--- src/rtl/ahb_pkg.sv ---
// Shared AHB-lite encodings and the master FSM state type.
package ahb_pkg;

  localparam logic [1:0] HTRANS_IDLE   = 2'b00;
  localparam logic [1:0] HTRANS_NONSEQ = 2'b10;

  localparam logic [2:0] HSIZE_BYTE = 3'b000;
  localparam logic [2:0] HSIZE_HALF = 3'b001;
  localparam logic [2:0] HSIZE_WORD = 3'b010;

  typedef enum logic [1:0] {
    ST_IDLE = 2'd0,
    ST_ADDR = 2'd1,
    ST_DATA = 2'd2,
    ST_ERR  = 2'd3
  } ahb_state_e;

endpackage

--- src/rtl/ahb_wait_timer.sv ---
// Counts consecutive hready-low cycles while a transfer is in flight and
// flags expiry on the cycle the count would reach TIMEOUT_CYCLES.
module ahb_wait_timer #(
  parameter int unsigned TIMEOUT_CYCLES = 16
) (
  input  logic clk_i,
  input  logic rst_ni,
  input  logic active_i,
  input  logic hready_i,
  output logic expire_o
);

  localparam int unsigned CW = $clog2(TIMEOUT_CYCLES + 1);

  logic [CW-1:0] cnt_q, cnt_d;

  always_comb begin
    cnt_d = '0;
    if (active_i && !hready_i) begin
      cnt_d = cnt_q + CW'(1);
    end
  end

  assign expire_o = active_i && !hready_i && (cnt_q == CW'(TIMEOUT_CYCLES - 1));

  always_ff @(posedge clk_i or negedge rst_ni) begin
    if (!rst_ni) begin
      cnt_q <= '0;
    end else begin
      cnt_q <= cnt_d;
    end
  end

endmodule

--- src/rtl/ahb_master.sv ---
// Single-transfer AHB-lite master: one NONSEQ read or write per request.
// Optional hready timeout enabled by defining AHB_MASTER_TIMEOUT_EN.
module ahb_master
  import ahb_pkg::*;
#(
  parameter int unsigned TIMEOUT_CYCLES = 16
) (
  input  logic        HCLK,
  input  logic        HRESET,
  output logic [31:0] haddr,
  output logic [1:0]  htrans,
  output logic        hwrite,
  output logic [2:0]  hsize,
  output logic [31:0] hwdata,
  input  logic [31:0] hrdata,
  input  logic        hready,
  input  logic        hresp,
  input  logic        rd_req,
  input  logic        wr_req,
  input  logic [31:0] req_addr,
  input  logic [31:0] req_wdata,
  input  logic [2:0]  req_size,
  output logic        busy,
  output logic        rd_valid,
  output logic [31:0] rd_data,
  output logic        wr_done,
  output logic        err
);

  ahb_state_e  state_q, state_d;
  logic [31:0] addr_q, addr_d;
  logic [31:0] wdata_q, wdata_d;
  logic [31:0] rdata_q, rdata_d;
  logic [2:0]  size_q, size_d;
  logic        write_q, write_d;
  logic        rd_valid_q, rd_valid_d;
  logic        wr_done_q, wr_done_d;
  logic        timeout;

`ifdef AHB_MASTER_TIMEOUT_EN
  ahb_wait_timer #(
    .TIMEOUT_CYCLES(TIMEOUT_CYCLES)
  ) u_wait_timer (
    .clk_i   (HCLK),
    .rst_ni  (HRESET),
    .active_i((state_q == ST_ADDR) || (state_q == ST_DATA)),
    .hready_i(hready),
    .expire_o(timeout)
  );
`else
  logic unused_timeout_cfg;
  assign unused_timeout_cfg = ^TIMEOUT_CYCLES;
  assign timeout = 1'b0;
`endif

  always_comb begin
    state_d    = state_q;
    addr_d     = addr_q;
    wdata_d    = wdata_q;
    rdata_d    = rdata_q;
    size_d     = size_q;
    write_d    = write_q;
    rd_valid_d = 1'b0;
    wr_done_d  = 1'b0;
    case (state_q)
      ST_IDLE: begin
        // A read wins when both requests are raised together.
        if (rd_req || wr_req) begin
          addr_d  = req_addr;
          wdata_d = req_wdata;
          size_d  = req_size;
          write_d = !rd_req;
          state_d = ST_ADDR;
        end
      end
      ST_ADDR: begin
        if (timeout) begin
          state_d = ST_ERR;
        end else if (hready) begin
          state_d = ST_DATA;
        end
      end
      ST_DATA: begin
        if (hresp || timeout) begin
          state_d = ST_ERR;
        end else if (hready) begin
          state_d    = ST_IDLE;
          rd_valid_d = !write_q;
          wr_done_d  = write_q;
          if (!write_q) begin
            rdata_d = hrdata;
          end
        end
      end
      ST_ERR:  state_d = ST_IDLE;
      default: state_d = ST_IDLE;
    endcase
  end

  always_ff @(posedge HCLK or negedge HRESET) begin
    if (!HRESET) begin
      state_q    <= ST_IDLE;
      addr_q     <= '0;
      wdata_q    <= '0;
      rdata_q    <= '0;
      size_q     <= '0;
      write_q    <= 1'b0;
      rd_valid_q <= 1'b0;
      wr_done_q  <= 1'b0;
    end else begin
      state_q    <= state_d;
      addr_q     <= addr_d;
      wdata_q    <= wdata_d;
      rdata_q    <= rdata_d;
      size_q     <= size_d;
      write_q    <= write_d;
      rd_valid_q <= rd_valid_d;
      wr_done_q  <= wr_done_d;
    end
  end

  assign htrans   = (state_q == ST_ADDR) ? HTRANS_NONSEQ : HTRANS_IDLE;
  assign haddr    = addr_q;
  assign hwrite   = write_q;
  assign hsize    = size_q;
  assign hwdata   = wdata_q;
  assign busy     = (state_q != ST_IDLE);
  assign err      = (state_q == ST_ERR);
  assign rd_valid = rd_valid_q;
  assign rd_data  = rdata_q;
  assign wr_done  = wr_done_q;

endmodule

--- config.mk ---
export PLATFORM = sky130hd
export DESIGN_NAME = ahb_master
export DESIGN_NICKNAME = d
export VERILOG_FILES = /design/src/rtl/ahb_pkg.sv /design/src/rtl/ahb_wait_timer.sv /design/src/rtl/ahb_master.sv
export SDC_FILE = /design/constraint.sdc
export NUM_CORES = 1
export LEC_CHECK = 0
export ABC_AREA = 1
export ABC_CLOCK_PERIOD_IN_PS = 2250
export BUFFER_PORTS_ARGS = -buffer_cell sky130_fd_sc_hd__buf_2
export CORE_AREA = 2 2 82 116
export DETAILED_ROUTE_END_ITERATION = 8
export DIE_AREA = 0 0 84 118
export GPL_TIMING_DRIVEN = 0
export PLACE_DENSITY_LB_ADDON = 0.3
export SLEW_MARGIN = 30
export SYNTH_ARGS = -nofsm -noshare
export SYNTH_HDL_FRONTEND = slang
export SYNTH_SLANG_ARGS = --single-unit
--- constraint.sdc ---
create_clock -name HCLK -period 2.25 [get_ports HCLK]
set_clock_uncertainty 0.15 [all_clocks]
set_input_delay 0.5625 -clock HCLK [delete_from_list [all_inputs] [get_ports HCLK]]
set_output_delay 0.5625 -clock HCLK [all_outputs]
set_load 0.1 [all_outputs]
; ---- After elaboration in Yosys (flattened, before gate mapping)
; Cells that the tools add are included.
[totals]
ff_bits = 104
input_bits = 105
[classes]
eq_ne = 6
n_mux = 12
n_bitwise = 2
n_reduce_logical = 8
[ops]
columns = op, n
row1 = $mux 2, 5
row2 = $pmux 2 s4, 1
row3 = $mux 1, 6
row4 = $eq 2x2->1 const B, 2
row5 = $ne 2x2->1 const B, 2
row6 = $reduce_and 4->1, 1
row7 = $ne 3x3->1 const B, 1
row8 = $reduce_and 3->1, 1
row9 = $eq 2x1->1 const B, 1
row10 = $logic_not 1->1, 2
row11 = $logic_not 2->1, 1
row12 = $not 1->1, 2
row13 = $reduce_and 2->1, 1
row14 = $reduce_bool 2->1, 1
row15 = $logic_or 1x1->1, 1

; ---- Longest topological paths before layout
; Gate-level depths: netlist (run 1).
[depth]
word_depth = 4
depth_mapped = 7
ltp_nobuf = 6

; ---- Least setup slack after synthesis (run 1)
; No wires, ideal clock.
[synth_timing]
path_kind = flip-flop to output port
start = register state_q[1]
end = output htrans[1]
arrival_time_ns = 1.163
required_time_ns = 1.537
setup_slack_ns = 0.375
path_stages_with_launch = 4
cell_sequence = dfrtp_1 -> inv_2 -> nand2_1 -> inv_1
[synth_between]
elab_chain_len = 2
[synth_rtl]
columns = element, line
row1 = start: declaration, ahb_master.sv:30  ; ahb_state_e state_q, state_d;
row2 = start signal: assignment, ahb_master.sv:111  ; state_q <= state_d;
row3 = $eq 2x1->1, ahb_master.sv:122  ; assign htrans = (state_q == ST_ADDR) ? HTRANS_NONSEQ : HTRANS_IDLE;
row4 = $mux 2, ahb_master.sv:122
row5 = end: declaration, ahb_master.sv:11  ; output logic [1:0] htrans,
; Every way passes these cells.

; ---- Final worst setup path (run 1)
; Same ends and word-level chain as after synthesis.

==> out/summary.txt, run 1 <==
outcome - completed
WS Path Type - register to output pin
area leader, netlist - dfrtp_1
Synth Area in Compound Gates - 0.113
total grt overflow - 0
largest family of logic cells by synthesized area - simple AND/OR/NAND/NOR gates
Inserted Clock Buffers - 9
Area growth syn-to-layout - 35.9%
Crit Path Max Fanout - 5
setup ws final - 0.106 ns
adder-cell share of the synthesized area - 0
Port Buf Inserts - 209
largest net degree at the start of global routing - 55
final WL - 9.85 mm
top post-synthesis cells by area - dfrtp_1 61%, nand2_1 14%, inv_1 6.4%, o21ai_2 6.2%, o21ai_0 3.2%
Syn Area/Cell - 9.37 um^2
Syn Nets - 558
Core Area - 8870 um^2
vias per cell - 4.55
Worst Setup Start Kind - register
layout cell share with drive strength beyond 1 - 0.425
Cell Area, Synth - 4250 um^2
die height - 118 um
GRT Resource Usage Total - 0.209
via count - 3570
IO Count - 211
worst-skew pair later-pin latency - 0.33 ns
first-pass GRT wire length - 16.7 mm
ant diodes - 0
simple-gate share of the synthesized area - 0.173
hold_buf cts - 0
Initial Util - 0.478
Yosys warning total - 0
unrepaired setup endpoints after global routing - no
mux cell area share after synthesis - 0
critical path arrival - 1.43 ns
initial antenna violation count - 0
Max Cap Violations - 0
final setup TNS - 0 ns
Post-Synth XOR/XNOR Area - 0
post-CTS sizing - 0
FILL cells - 776
row count - 41
postcts setup bufs - 0
Die Span X - 84 um
Nets - 779
CP Data Required Time - 1.54 ns
DR iter-0 viols - 126
hpwl dp - 7.55 mm
Routed WL per cell - 12.6 um
period utilisation layout - 0.953
number of global-route vias before repair - 3622
CTS H-tree depth - 3
Final ANT Viol Nets - 0
Worst Tran Pin Value - 0.512 ns
Tightest Hold Check Type - input pin to async pin
Root Driver - clkbuf_16
# clock sinks - 104
share of the synthesized area in the top cell type - 0.613
DR pass1 iterations - 4
crit end category - output pin
post-place setup slack - 0.466 ns
post-synthesis cell count - 453
GPL Wtd Cong - 0.748
Util after Layout - 0.650
clock buffer depth - 2
# DRC - 0
CTS tree - built
Synth cell types - 24
fin crit period - 2.14 ns
setup violators final - 0
Slew Viols, Final - 0
flop and latch count out of synthesis - 104
Max Fclk - 466 MHz
die area - 9910 um^2
Fin. Hold Viols - 0
Seq/Total Area, Yosys - 0.613
slew margin rel. - 0.661
Reg clk slew, reported paths - 0.06 ns
-- per-layer routing --
layer | up-vias | routed length [um] | track usage
li1 | 1790 | - | -
met1 | 1608 | 3940 | 0.245
met2 | 155 | 4940 | 0.358
met3 | 17 | 798 | 0.0617
met4 | 0 | 175 | 0.0786
met5 | - | 0 | 0
-- critical path: stages (launching register included) --
cell and delay (ns):
dfrtp_1 0.44, inv_2 0.11, nand2_1 0.07, inv_1 0.06, buf_2 0.42
-- logic make-up (layout without fill, tap and decap cells) --
kind of cell / count (synthesis) / count (layout)
buffers and inverters: 95 / 319
AND/OR/NAND/NOR: 182 / 182
flip-flops: 104 / 104
other: 1 / 1
AO/OA/AOI/OAI: 71 / 71
-- cell type report --
class / instances / area, um^2 / share of cell area
inverter: 74 / 278 / 0.0482
timing repair buffer: 210 / 1080 / 0.187
tap: 107 / 134 / 0.0232
buffer: 21 / 146 / 0.0254
sequential: 104 / 2600 / 0.451
clock inverter: 4 / 70.1 / 0.0121
clock buffer: 10 / 239 / 0.0414
multi-input combinational: 254 / 1220 / 0.211
-- stage by stage --
| stage | hold slack, ns | std cells | instance area [um^2] |
|---|---|---|---|
| 2_1_floorplan | 0.117 | 453 | 4250 |
| 3_3_place_gp | 0.305 | 769 | 5430 |
| 3_5_place_dp | 0.310 | 770 | 5460 |
| 4_1_cts | 0.0250 | 784 | 5770 |
| 5_1_grt | 0.0462 | 784 | 5770 |
| 6_report | 0.0123 | 784 | 5770 |
-- cells in the mapped netlist (all sizes together) --
master,instances
dfrtp,104
buf,17
a21oi,1
nand3b,2
clkbuf,4
nand3,2
nand2,171
inv,74
conb,1
o21ai,70
nor2,6
nand4,1
-- sequential cells by signal (all words and copies together) (netlist names) --
signal    flops
haddr        32
hwdata       32
rd_data      32
hsize         3
state_q       2
hwrite        1
rd_valid      1
wr_done       1
-- worst paths after layout --
check,from,to,slack [ns],cells past startpoint
worst max register to register,state_q[0],hwdata[27],0.71,6
worst min-delay path,HRESET,rd_data[10],0.01,1
max in group asynchronous,HRESET,hwdata[18],1.32,2
worst min register to register,rd_data[2],rd_data[2],0.32,2
min in group HCLK,hrdata[15],rd_data[15],0.27,3
worst max-delay path,state_q[1],htrans[1],0.11,4
-- layout by cell type (no fill, tap or decap), drive strengths merged, types with 6 or more instances in the layout --
cell type / n
nand2: 171
buf: 227
clkbuf: 14
nor2: 6
dfrtp: 104
o21ai: 70
inv: 74
Power of run 1 is left out: the tool's default activity adds up to more than one toggle a clock period on the data nets, which glitch-free logic cannot reach.
==> run 2, diff against run 1 <==
--- a/config.mk
+++ b/config.mk
@@ -13,7 +13,9 @@
 export DIE_AREA = 0 0 84 118
 export GPL_TIMING_DRIVEN = 0
 export PLACE_DENSITY_LB_ADDON = 0.3
+export SETUP_SLACK_MARGIN = 0.05
 export SLEW_MARGIN = 30
 export SYNTH_ARGS = -nofsm -noshare
 export SYNTH_HDL_FRONTEND = slang
+export SYNTH_HIERARCHICAL = 1
 export SYNTH_SLANG_ARGS = --single-unit
==> run 2 against run 1 <==
  * Sequential share of layout area about the same
  * Global-route usage is the same
  * Routed wire length is 0.26% higher
  * Highest routed layer unchanged
  * Final area barely moved
  * Register-to-register slack is essentially flat
==> out/summary.txt, run 2 <==
Worst path slowest cell - dfrtp_1
die area - 9910 um^2 (unchanged)
row count - 41 (unchanged)
GPL Wtd Cong - 0.748 (unchanged)
hpwl dp - 7.55 mm (unchanged)
most common cell after layout, fill and taps aside - buf_2
Syn Nets - 558 (unchanged)
Nets - 779 (unchanged)
Synth cell types - 24 (unchanged)
setup ws final - 0.138 ns (+0.0317 ns)
CTS tree - built
Worst Tran Pin Value - 0.512 ns (-0.000000894 ns)
Inserted Clock Buffers - 9 (unchanged)
Yosys warning total - 6 (+6)
CTS H-tree depth - 3 (unchanged)
setup violators final - 0 (unchanged)
slew margin rel. - 0.661 (about the same)
DR iter-0 viols - 120 (-4.8%)
ant diodes - 0 (unchanged)
Reg clk slew, reported paths - 0.07 ns (about the same)
# clock sinks - 104 (unchanged)
worst-path cell chain - nand2_1 > inv_1 > buf_2
Max Cap Violations - 0 (unchanged)
Core Area - 8870 um^2 (unchanged)
largest net degree at the start of global routing - 55 (unchanged)
via count - 3579 (+0.25%)
CP Data Required Time - 1.54 ns (about the same)
period utilisation layout - 0.939 (-0.0141)
final WL - 9.88 mm (+0.26%)
WS Path Type - register to output pin
total grt overflow - 0 (unchanged)
GRT Resource Usage Total - 0.209 (unchanged)
Crit Path Max Fanout - 7 (+2)
post-place setup slack - 0.466 ns (unchanged)
Seq/Total Area, Yosys - 0.613 (unchanged)
unrepaired setup endpoints after global routing - no
Worst Setup Start Kind - register
vias per cell - 4.57 (+0.25%)
ys flop type - dfrtp_1
fin crit period - 2.11 ns (-0.0317 ns)
IO Count - 211 (unchanged)
Min Hold Slack - 0.0132 ns (+0.000921 ns)
Final ANT Viol Nets - 0 (unchanged)
first-pass GRT wire length - 16.7 mm (unchanged)
clock buffer depth - 2 (unchanged)
CP Buf/Inv Count - 2 (-1)
FFs w/ async S/R, synth - 1.00 (unchanged)
Port Buf Inserts - 209 (unchanged)
Root Driver - clkbuf_16
cell with the most instances after synthesis - nand2_1
crit end category - output pin
slowest stage delay, CP - 0.49 ns (+0.05 ns)
most frequent cells after synthesis - 161 x nand2_1, 104 x dfrtp_1, 72 x inv_1
Initial Util - 0.478 (unchanged)
die height - 118 um (unchanged)
Area growth syn-to-layout - 36.0% (about the same)
critical path arrival - 1.40 ns (-0.03 ns)
DR pass1 iterations - 4 (unchanged)
outcome - completed
initial antenna violation count - 0 (unchanged)
Routed WL per cell - 12.6 um (+0.26%)
commonest non-fill, non-tap cells in the layout - 214 x buf_2, 161 x nand2_1, 104 x dfrtp_1
final setup TNS - 0 ns (unchanged)
Tightest Hold Check Type - input pin to async pin
# DRC - 0 (unchanged)
Fin. Hold Viols - 0 (unchanged)
Syn Area/Cell - 9.37 um^2 (unchanged)
Max Fclk - 473 MHz (+1.5%)
layout cell share with drive strength beyond 1 - 0.425 (unchanged)
Slew Viols, Final - 0 (unchanged)
Die Span X - 84 um (unchanged)
area leader, netlist - dfrtp_1
share of the synthesized area in the top cell type - 0.613 (unchanged)
Cell Area, Synth - 4250 um^2 (unchanged)
worst-skew pair later-pin latency - 0.33 ns (about the same)
Post-synth EDFFs - 0 (unchanged)
flop and latch count out of synthesis - 104 (unchanged)
top post-synthesis cells by area - dfrtp_1 61%, nand2_1 14%, inv_1 6.4%, o21ai_2 6.2%, o21ai_0 3.2%
number of global-route vias before repair - 3622 (unchanged)
Util after Layout - 0.651 (about the same)
post-synthesis cell count - 453 (unchanged)
delay-heaviest family, CP - flip-flops
==> run 2: cell counts after synthesis <==
Identical to the previous run, type by type.
==> run 2: cells by family after synthesis <==
family,share of synthesized area
other cells,0.000883
compound gates,0.113
simple gates,0.173
buf+inv,0.0999
flops,0.613
==> run 2: per-layer routing <==
| layer | GRT usage | part of all wire | vias to the layer above |
|---|---|---|---|
| met2 | 0.358 | 0.50 | 155 |
| met3 | 0.0617 | 0.081 | 17 |
| met1 | 0.245 | 0.40 | 1617 |
| met5 | 0 | 0 | - |
| li1 | - | - | 1790 |
| met4 | 0.0786 | 0.018 | 0 |
==> run 2: through the flow <==
| step | instance area, um^2 | std cells |
|---|---|---|
| 2_1_floorplan | 4250 | 453 |
| 3_3_place_gp | 5430 | 769 |
| 3_5_place_dp | 5460 | 770 |
| 4_1_cts | 5770 | 784 |
| 5_1_grt | 5770 | 784 |
| 6_report | 5770 | 784 |
==> run 2: final cells by class <==
type | count | area, um^2
buffer | 21 | 146
clock buffer | 10 | 239
clock inverter | 4 | 70.1
fill | 777 | 3100
inverter | 74 | 278
multi-input combinational | 254 | 1220
sequential | 104 | 2600
tap | 107 | 134
timing repair buffer | 210 | 1080
==> run 2: worst paths after layout <==
check | slack (ns) | from | cells past startpoint | to
setup / recovery | 0.14 | state_q[0] | 3 | err
hold / removal | 0.01 | HRESET | 1 | rd_data[10]
setup reg to reg | 0.71 | state_q[0] | 6 | hwdata[27]
hold reg to reg | 0.32 | rd_data[2] | 2 | rd_data[2]
max in group asynchronous | 1.32 | HRESET | 2 | hwdata[18]
min in group HCLK | 0.27 | hrdata[15] | 3 | rd_data[15]
==> run 2: worst reg2reg max path: cells and delay by family (launching register included) <==
family          cells  cell delay [ns]
compound gates      2             0.19
buf+inv             2             0.32
flops               1             0.47
simple gates        2             0.28
==> run 2: what timing repair did <==
action / CTS / global route
setup buffers: 0 / 0
setup endpoints to repair: 0 / 2
hold buffers: 0 / 0
resized for setup: 0 / 2
Power of run 2 is left out for the same reason.
